$ cat config.mk
export PLATFORM = sky130hd
export DESIGN_NAME = cam_pixel_capture
export DESIGN_NICKNAME = d
export VERILOG_FILES = /design/src/rtl/cam_pkg.sv /design/src/rtl/cam_sync_edge.sv /design/src/rtl/cam_pixel_capture.sv
export SDC_FILE = /design/constraint.sdc
export NUM_CORES = 1
export LEC_CHECK = 0
export ABC_AREA = 1
export CAP_MARGIN = 10
export CORE_AREA = 4 4 136 99
export DETAILED_ROUTE_END_ITERATION = 10
export DIE_AREA = 0 0 140 103
export GPL_TIMING_DRIVEN = 1
export HOLD_SLACK_MARGIN = 0.06
export PLACE_DENSITY = 0.76
export RECOVER_POWER = 50
export SLEW_MARGIN = 15
export SYNTH_ARGS = -nofsm -noshare
export SYNTH_HDL_FRONTEND = slang
export SYNTH_SLANG_ARGS = --single-unit
$ cat constraint.sdc
create_clock -name clk -period 2 [get_ports clk]
set_clock_uncertainty 0.15 [all_clocks]
set_input_delay 0.3 -clock clk [delete_from_list [all_inputs] [get_ports clk]]
set_output_delay 0.3 -clock clk [all_outputs]
set_load 0.02 [all_outputs]
$ cat src/rtl/cam_pkg.sv
// Shared types and defaults for the camera pixel capture block.
package cam_pkg;

  typedef enum logic [1:0] {
    IDLE    = 2'd0,
    WAIT_VS = 2'd1,
    ACTIVE  = 2'd2,
    SKIP    = 2'd3
  } cam_state_t;

  localparam int CAM_BYTE_W          = 8;
  localparam int CAM_BYTES_PER_PIXEL = 2;

  // OV7670 RGB565 VGA defaults
  localparam int RGB565_BYTES_PER_PIXEL = 2;
  localparam int RGB565_X_MIN           = 0;
  localparam int RGB565_X_MAX           = 639;
  localparam int RGB565_Y_MIN           = 0;
  localparam int RGB565_Y_MAX           = 479;

endpackage

$ cat src/rtl/cam_sync_edge.sv
// STAGES-deep synchroniser for one asynchronous bit, with rise/fall strobes on the synchronised value.
module cam_sync_edge #(
  parameter int STAGES = 2
) (
  input  logic clk,
  input  logic rst,
  input  logic din,
  output logic q,
  output logic rise,
  output logic fall
);

  logic [STAGES-1:0] sr;
  logic              q_d;

  always_ff @(posedge clk) begin
    if (rst) begin
      sr  <= '0;
      q_d <= 1'b0;
    end else begin
      sr  <= {sr[STAGES-2:0], din};
      q_d <= sr[STAGES-1];
    end
  end

  assign q    = sr[STAGES-1];
  assign rise = q & ~q_d;
  assign fall = ~q & q_d;

endmodule

$ cat src/rtl/cam_pixel_capture.sv
// Oversampled OV7670-style capture: byte assembly, crop window, frame decimation, valid/ready output.
// Define CAM_CAPTURE_STATS_EN to add the frame_count / drop_count outputs.
module cam_pixel_capture
  import cam_pkg::*;
#(
  parameter  int BYTE_W          = CAM_BYTE_W,
  parameter  int BYTES_PER_PIXEL = CAM_BYTES_PER_PIXEL,
  parameter  int X_W             = 11,
  parameter  int Y_W             = 10,
  parameter  int SYNC_STAGES     = 2,
  localparam int DATA_W          = BYTE_W * BYTES_PER_PIXEL
) (
  input  logic              clk,
  input  logic              rst,
  input  logic              enable,
  input  logic              cmos_pclk,
  input  logic              cmos_href,
  input  logic              cmos_vsync,
  input  logic [BYTE_W-1:0] cmos_db,
  input  logic [X_W-1:0]    crop_x0,
  input  logic [X_W-1:0]    crop_x1,
  input  logic [Y_W-1:0]    crop_y0,
  input  logic [Y_W-1:0]    crop_y1,
  input  logic [3:0]        frame_skip,
  output logic [DATA_W-1:0] out_data,
  output logic              out_valid,
  input  logic              out_ready,
  output logic              out_sof,
  output logic              out_eol,
  output logic              overflow,
  input  logic              clr_overflow,
  output logic              busy
`ifdef CAM_CAPTURE_STATS_EN
  ,
  output logic [15:0]       frame_count,
  output logic [15:0]       drop_count
`endif
);

  localparam logic [1:0] LAST_BYTE = 2'(BYTES_PER_PIXEL - 1);

  cam_state_t state, state_nx;

  logic pclk_rise, href_s, hr_fall, vs_rise, vs_fall;
  logic pclk_s_unused, pclk_fall_unused, href_rise_unused, vsync_s_unused;
  logic [SYNC_STAGES-1:0][BYTE_W-1:0] db_sr;
  logic [BYTE_W-1:0] db_s;

  logic [X_W-1:0]    x, cx0, cx1;
  logic [Y_W-1:0]    y, cy0, cy1;
  logic [1:0]        byte_cnt;
  logic [3:0]        skip_cnt;
  logic [DATA_W-1:0] asm_q, asm_nx;
  logic              sof_pend;
  logic frame_start, enter_active, take, pix_done, in_win, emit, load, drop;

  cam_sync_edge #(.STAGES(SYNC_STAGES)) u_pclk (
    .clk(clk), .rst(rst), .din(cmos_pclk),
    .q(pclk_s_unused), .rise(pclk_rise), .fall(pclk_fall_unused));
  cam_sync_edge #(.STAGES(SYNC_STAGES)) u_href (
    .clk(clk), .rst(rst), .din(cmos_href),
    .q(href_s), .rise(href_rise_unused), .fall(hr_fall));
  cam_sync_edge #(.STAGES(SYNC_STAGES)) u_vsync (
    .clk(clk), .rst(rst), .din(cmos_vsync),
    .q(vsync_s_unused), .rise(vs_rise), .fall(vs_fall));

  // Data bus gets the same depth as the strobes so a byte lines up with its pclk edge
  always_ff @(posedge clk) begin
    if (rst) db_sr <= '0;
    else     db_sr <= {db_sr[SYNC_STAGES-2:0], cmos_db};
  end
  assign db_s = db_sr[SYNC_STAGES-1];

  always_comb begin
    state_nx     = state;
    frame_start  = 1'b0;
    enter_active = 1'b0;
    if (!enable) begin
      state_nx = IDLE;
    end else begin
      unique case (state)
        IDLE:    state_nx = WAIT_VS;
        WAIT_VS: if (vs_fall) begin
          frame_start  = 1'b1;
          enter_active = (skip_cnt == 4'd0);
          state_nx     = enter_active ? ACTIVE : SKIP;
        end
        ACTIVE, SKIP: if (vs_rise) state_nx = WAIT_VS;
        default: state_nx = IDLE;
      endcase
    end
  end

  always_comb begin
    asm_nx   = DATA_W'({asm_q, db_s});
    take     = (state == ACTIVE) && !vs_rise && pclk_rise && href_s;
    pix_done = take && (byte_cnt == LAST_BYTE);
    in_win   = (x >= cx0) && (x <= cx1) && (y >= cy0) && (y <= cy1);
    emit     = pix_done && in_win;
    load     = emit && (!out_valid || out_ready);
    drop     = emit && out_valid && !out_ready;
  end

  always_ff @(posedge clk) begin
    if (rst) begin
      state     <= IDLE;
      x         <= '0;
      y         <= '0;
      byte_cnt  <= '0;
      skip_cnt  <= '0;
      cx0       <= '0;
      cx1       <= '0;
      cy0       <= '0;
      cy1       <= '0;
      asm_q     <= '0;
      sof_pend  <= 1'b0;
      out_data  <= '0;
      out_valid <= 1'b0;
      out_sof   <= 1'b0;
      out_eol   <= 1'b0;
      overflow  <= 1'b0;
    end else begin
      state <= state_nx;

      if (frame_start) begin
        cx0      <= crop_x0;
        cx1      <= crop_x1;
        cy0      <= crop_y0;
        cy1      <= crop_y1;
        x        <= '0;
        y        <= '0;
        byte_cnt <= '0;
        skip_cnt <= (skip_cnt == 4'd0) ? frame_skip : skip_cnt - 4'd1;
        if (enter_active) sof_pend <= 1'b1;
      end

      if (state == ACTIVE) begin
        if (vs_rise) begin
          byte_cnt <= '0;
        end else if (hr_fall) begin
          // A line that produced no complete pixel does not advance y
          byte_cnt <= '0;
          x        <= '0;
          if (x != '0 && y != '1) y <= y + 1'b1;
        end else if (take) begin
          asm_q <= asm_nx;
          if (pix_done) begin
            byte_cnt <= '0;
            if (x != '1) x <= x + 1'b1;
          end else begin
            byte_cnt <= byte_cnt + 2'd1;
          end
        end
      end

      if (load) begin
        out_data  <= asm_nx;
        out_valid <= 1'b1;
        out_sof   <= sof_pend;
        out_eol   <= (x == cx1);
        sof_pend  <= 1'b0;
      end else if (out_valid && out_ready) begin
        out_valid <= 1'b0;
        out_sof   <= 1'b0;
        out_eol   <= 1'b0;
      end

      if (drop)              overflow <= 1'b1;
      else if (clr_overflow) overflow <= 1'b0;
    end
  end

  assign busy = (state == ACTIVE) || (state == SKIP);

`ifdef CAM_CAPTURE_STATS_EN
  always_ff @(posedge clk) begin
    if (rst) begin
      frame_count <= '0;
      drop_count  <= '0;
    end else begin
      if (enter_active) frame_count <= frame_count + 16'd1;
      if (drop) begin
        if (drop_count != 16'hFFFF) drop_count <= drop_count + 16'd1;
      end else if (clr_overflow) begin
        drop_count <= '0;
      end
    end
  end
`endif

endmodule
==> flow_metrics.py <==
metrics = {
    "sta": {
        "post-route-period-util_pct": 111.3,
        "final.setup.worst_slack_ps": -225.5,
        "slew_viol_final": 0,
        "post-route-min-period_ps": 2225,
        "tns_ps": -3404,
        "worst_pin_slew_ps": 698.3,
        "fmax_ghz": 0.4493,
        "hold_viol": 0,
        "relSlewSlack_pct": 53.45,
        "rsz0062_at_grt": "true",
        "setup_viol_count_final": 21,
    },
    "critical_path": {
        "timing.rr.start": "x[6]",
        "setup.worst_path.start_class": "flip-flop",
        "crit_end": "out_data[7]",
        "worstReg2RegEnd": "out_data[7]",
        "crit_path_max_fanout": 8,
        "crit_type": "flip-flop to flip-flop",
        "cp.required_ps": 2190,
        "setup.worst_path.start": "x[6]",
        "worst_ep_arrival_time_ps": 2410,
        "reg2reg_depth": 13,
        "r2r_slack_ps": -230,
        "end_kind": "flip-flop",
    },
    "cells_and_area": {
        "nets": 1042,
        "area_growth_pct": 44.03,
        "regArea_um2": 2546,
        "num-fill-cells": 923,
        "drive_above_1_share_pct": 24.39,
        "final_util_pct": 70.64,
        "final_area_um2": 8594,
        "multiInputGateArea_um2": 3328,
        "diodes": 0,
        "stdcell_count": 1109,
    },
    "route": {
        "num_vias": 5675,
        "dr.pass1.iters": 7,
        "wire_per_inst_um": 14.49,
        "vias_per_cell": 5.117,
        "drt-total-wl_um": 16070,
        "ant_nets": 0,
        "drt_iter0_markers": 455,
        "drc": 0,
    },
    "power_and_ir_drop": {
        "ir_worst_vdd_v": 0.0006230,
        "leakage_uw": 0.003443,
        "p_per_area_nw_per_um2": 714.6,
    },
    "cts": {
        "cts_tree": "done",
        "clockBufferDepth": 2,
        "cts.sinks": 125,
        "holdBufCountCts": 0,
        "cts_buffers": 17,
        "cts-root-buf": "clkbuf_16",
        "htree_levels": 4,
        "insertion_delay_ps": 420,
        "path_clk_slew_ps": 60,
    },
    "placed_design": {
        "dp_cells": 1060,
        "post_dp_cell_area_um2": 7482,
        "gp_congestion": 0.8773,
        "dp_hpwl_um": 10220,
        "io_buffer_count": 82,
        "dp_slack_ps": -134.6,
    },
    "hold_path": {
        "hp-class": "input pin to flip-flop",
    },
    "flow_run": {
        "max_cap_viol_count": 0,
    },
    "synth": {
        "ys_ff_latch": 125,
        "synth_fp_nets": 898,
        "avgSynthCellArea_um2": 7.553,
        "synth-seq-area-share_pct": 41.94,
        "netlist_area_um2": 5967,
        "ys_async_sr_fraction_pct": 0,
        "synth_edf_count": 0,
        "synthCells": 790,
        "yosysWarnings": 0,
        "synth_ff_type": "dfxtp_1",
        "yosysUniqueCellTypes": 43,
    },
    "global_routing": {
        "grt_pass1_wl_um": 25370,
        "grt_use_total_pct": 21.62,
        "first_global_vias": 5403,
        "gr-total-overflow": 0,
        "antenna_found_initial": 0,
        "grt_max_degree": 65,
    },
    "die": {
        "die-area_um2": 14420,
        "dieWidth_um": 140,
        "start_util_pct": 49.04,
        "core_area_um2": 12170,
        "fp.dieH_um": 103,
        "rows": 34,
        "io_pins": 83,
    },
    "status": {
        "violations": "negative setup slack",
        "status": "finished, violations left",
    },
}
metrics by stage:
stage               power [uW]  hold slack [ps]
floorplan                 2718            238.3
global placement          2884            241.1
detailed placement        2886            245.8
CTS                       6164            226.8
global route              6328            230.1
finish                    6142            236.9
how the worst min path moves through the flow:
stage               slack (ps)       start  depth (start not counted)      endpoint
floorplan                  240    db_sr[0]                          2       db_s[0]
detailed placement         250    db_sr[5]                          2       db_s[5]
finish                     240  cmos_db[4]                          3      db_sr[4]
global route               230   cmos_href                          3  u_href.sr[0]
global placement           240    db_sr[4]                          2       db_s[4]
CTS                        230  cmos_db[4]                          3      db_sr[4]
flip-flops by register name, indices dropped and copies added, names as in the netlist, 8 cells and up:
register  cells
cx1          11
db_s          8
y            10
db_sr         8
out_data     16
cy0          10
asm_q         8
x            11
cy1          10
cx0          11
cells in the final DEF (no fill, tap or decap), types with 19 or more instances in the layout:
| cell type | Yosys | final |
|---|---|---|
| a21oi_1 | 91 | 82 |
| clkdlybuf4s50_1 | 0 | 81 |
| inv_1 | 116 | 98 |
| nor2_1 | 96 | 91 |
| dfxtp_1 | 125 | 108 |
| nand2_2 | 5 | 24 |
| buf_4 | 1 | 67 |
| o21ai_0 | 61 | 60 |
| nand3_1 | 25 | 21 |
| inv_2 | 2 | 19 |
| nand2_1 | 109 | 89 |
| ha_1 | 46 | 23 |
| ha_4 | 0 | 22 |
| nand4_1 | 23 | 23 |
cell usage after synthesis, types with 3 or more instances:
library cell	number	area share, %
a21oi_1	91	7.6
clkbuf_1	18	1.1
nand3_2	3	0.50
a211oi_1	3	0.38
nor2_2	3	0.31
buf_1	7	0.44
xor2_1	4	0.59
nor2_1	96	6.0
a221oi_1	3	0.44
o21ai_0	61	5.1
dfxtp_1	125	42
nor4_1	3	0.31
inv_1	116	7.3
buf_6	3	0.57
nor2_4	3	0.57
nor3b_1	3	0.38
ha_1	46	9.6
nand2_2	5	0.52
nor3_1	7	0.59
nand4_1	23	2.4
buf_2	6	0.50
nand3_1	25	2.1
nand2_1	109	6.9
worst max-delay path: stages (launching register included):
cell,delay [ps]
dfxtp_4,380
ha_4,280
nand2_2,50
inv_2,50
nand2_2,80
nor2_2,130
nand2_2,90
nand2_2,80
nand3_2,100
nor2_4,210
buf_12,150
buf_8,120
nand4_1,100
a21oi_1,170
final cells by class:
type	instances	area share, %
repair buffers	157	16.89
clock buffers	17	4.950
flip-flops and latches	125	29.63
inverters	119	5.226
multi-input cells	514	38.72
clock inverters	15	2.227
well taps	162	2.358
power by group:
group | switching, uW | internal, uW | total [uW]
logic | 177 | 221 | 399
registers | 13.5 | 2510 | 2520
clock network | 1310 | 1910 | 3220
total | 1500 | 4640 | 6140
what timing repair did:
action                     4_1_cts  5_1_grt
pin swaps                       29       21
setup endpoints to repair       27       38
gates resized for setup         38       55
gates cloned                     3        1
setup buffers                   10        6
routing by layer:
metal | vias up | wire (um) | GRT usage [%]
met2 | 148 | 7562 | 35.98
met3 | 35 | 777 | 6.027
li1 | 2885 | - | -
met1 | 2607 | 7367 | 27.42
met5 | - | 0 | 0
met4 | 0 | 366 | 7.446
cell families after synthesis:
| logic type | count (synthesis) | synth area share (%) |
|---|---|---|
| buffers and inverters | 154 | 10.25 |
| and+or+nand+nor | 286 | 21.81 |
| DFF | 125 | 41.94 |
| xor gates and xnor gates | 6 | 0.8807 |
| AOI/OAI and AO/OA | 173 | 15.47 |
| adders and majority gates | 46 | 9.646 |
Note: power is estimated with default switching activity, not from simulation.
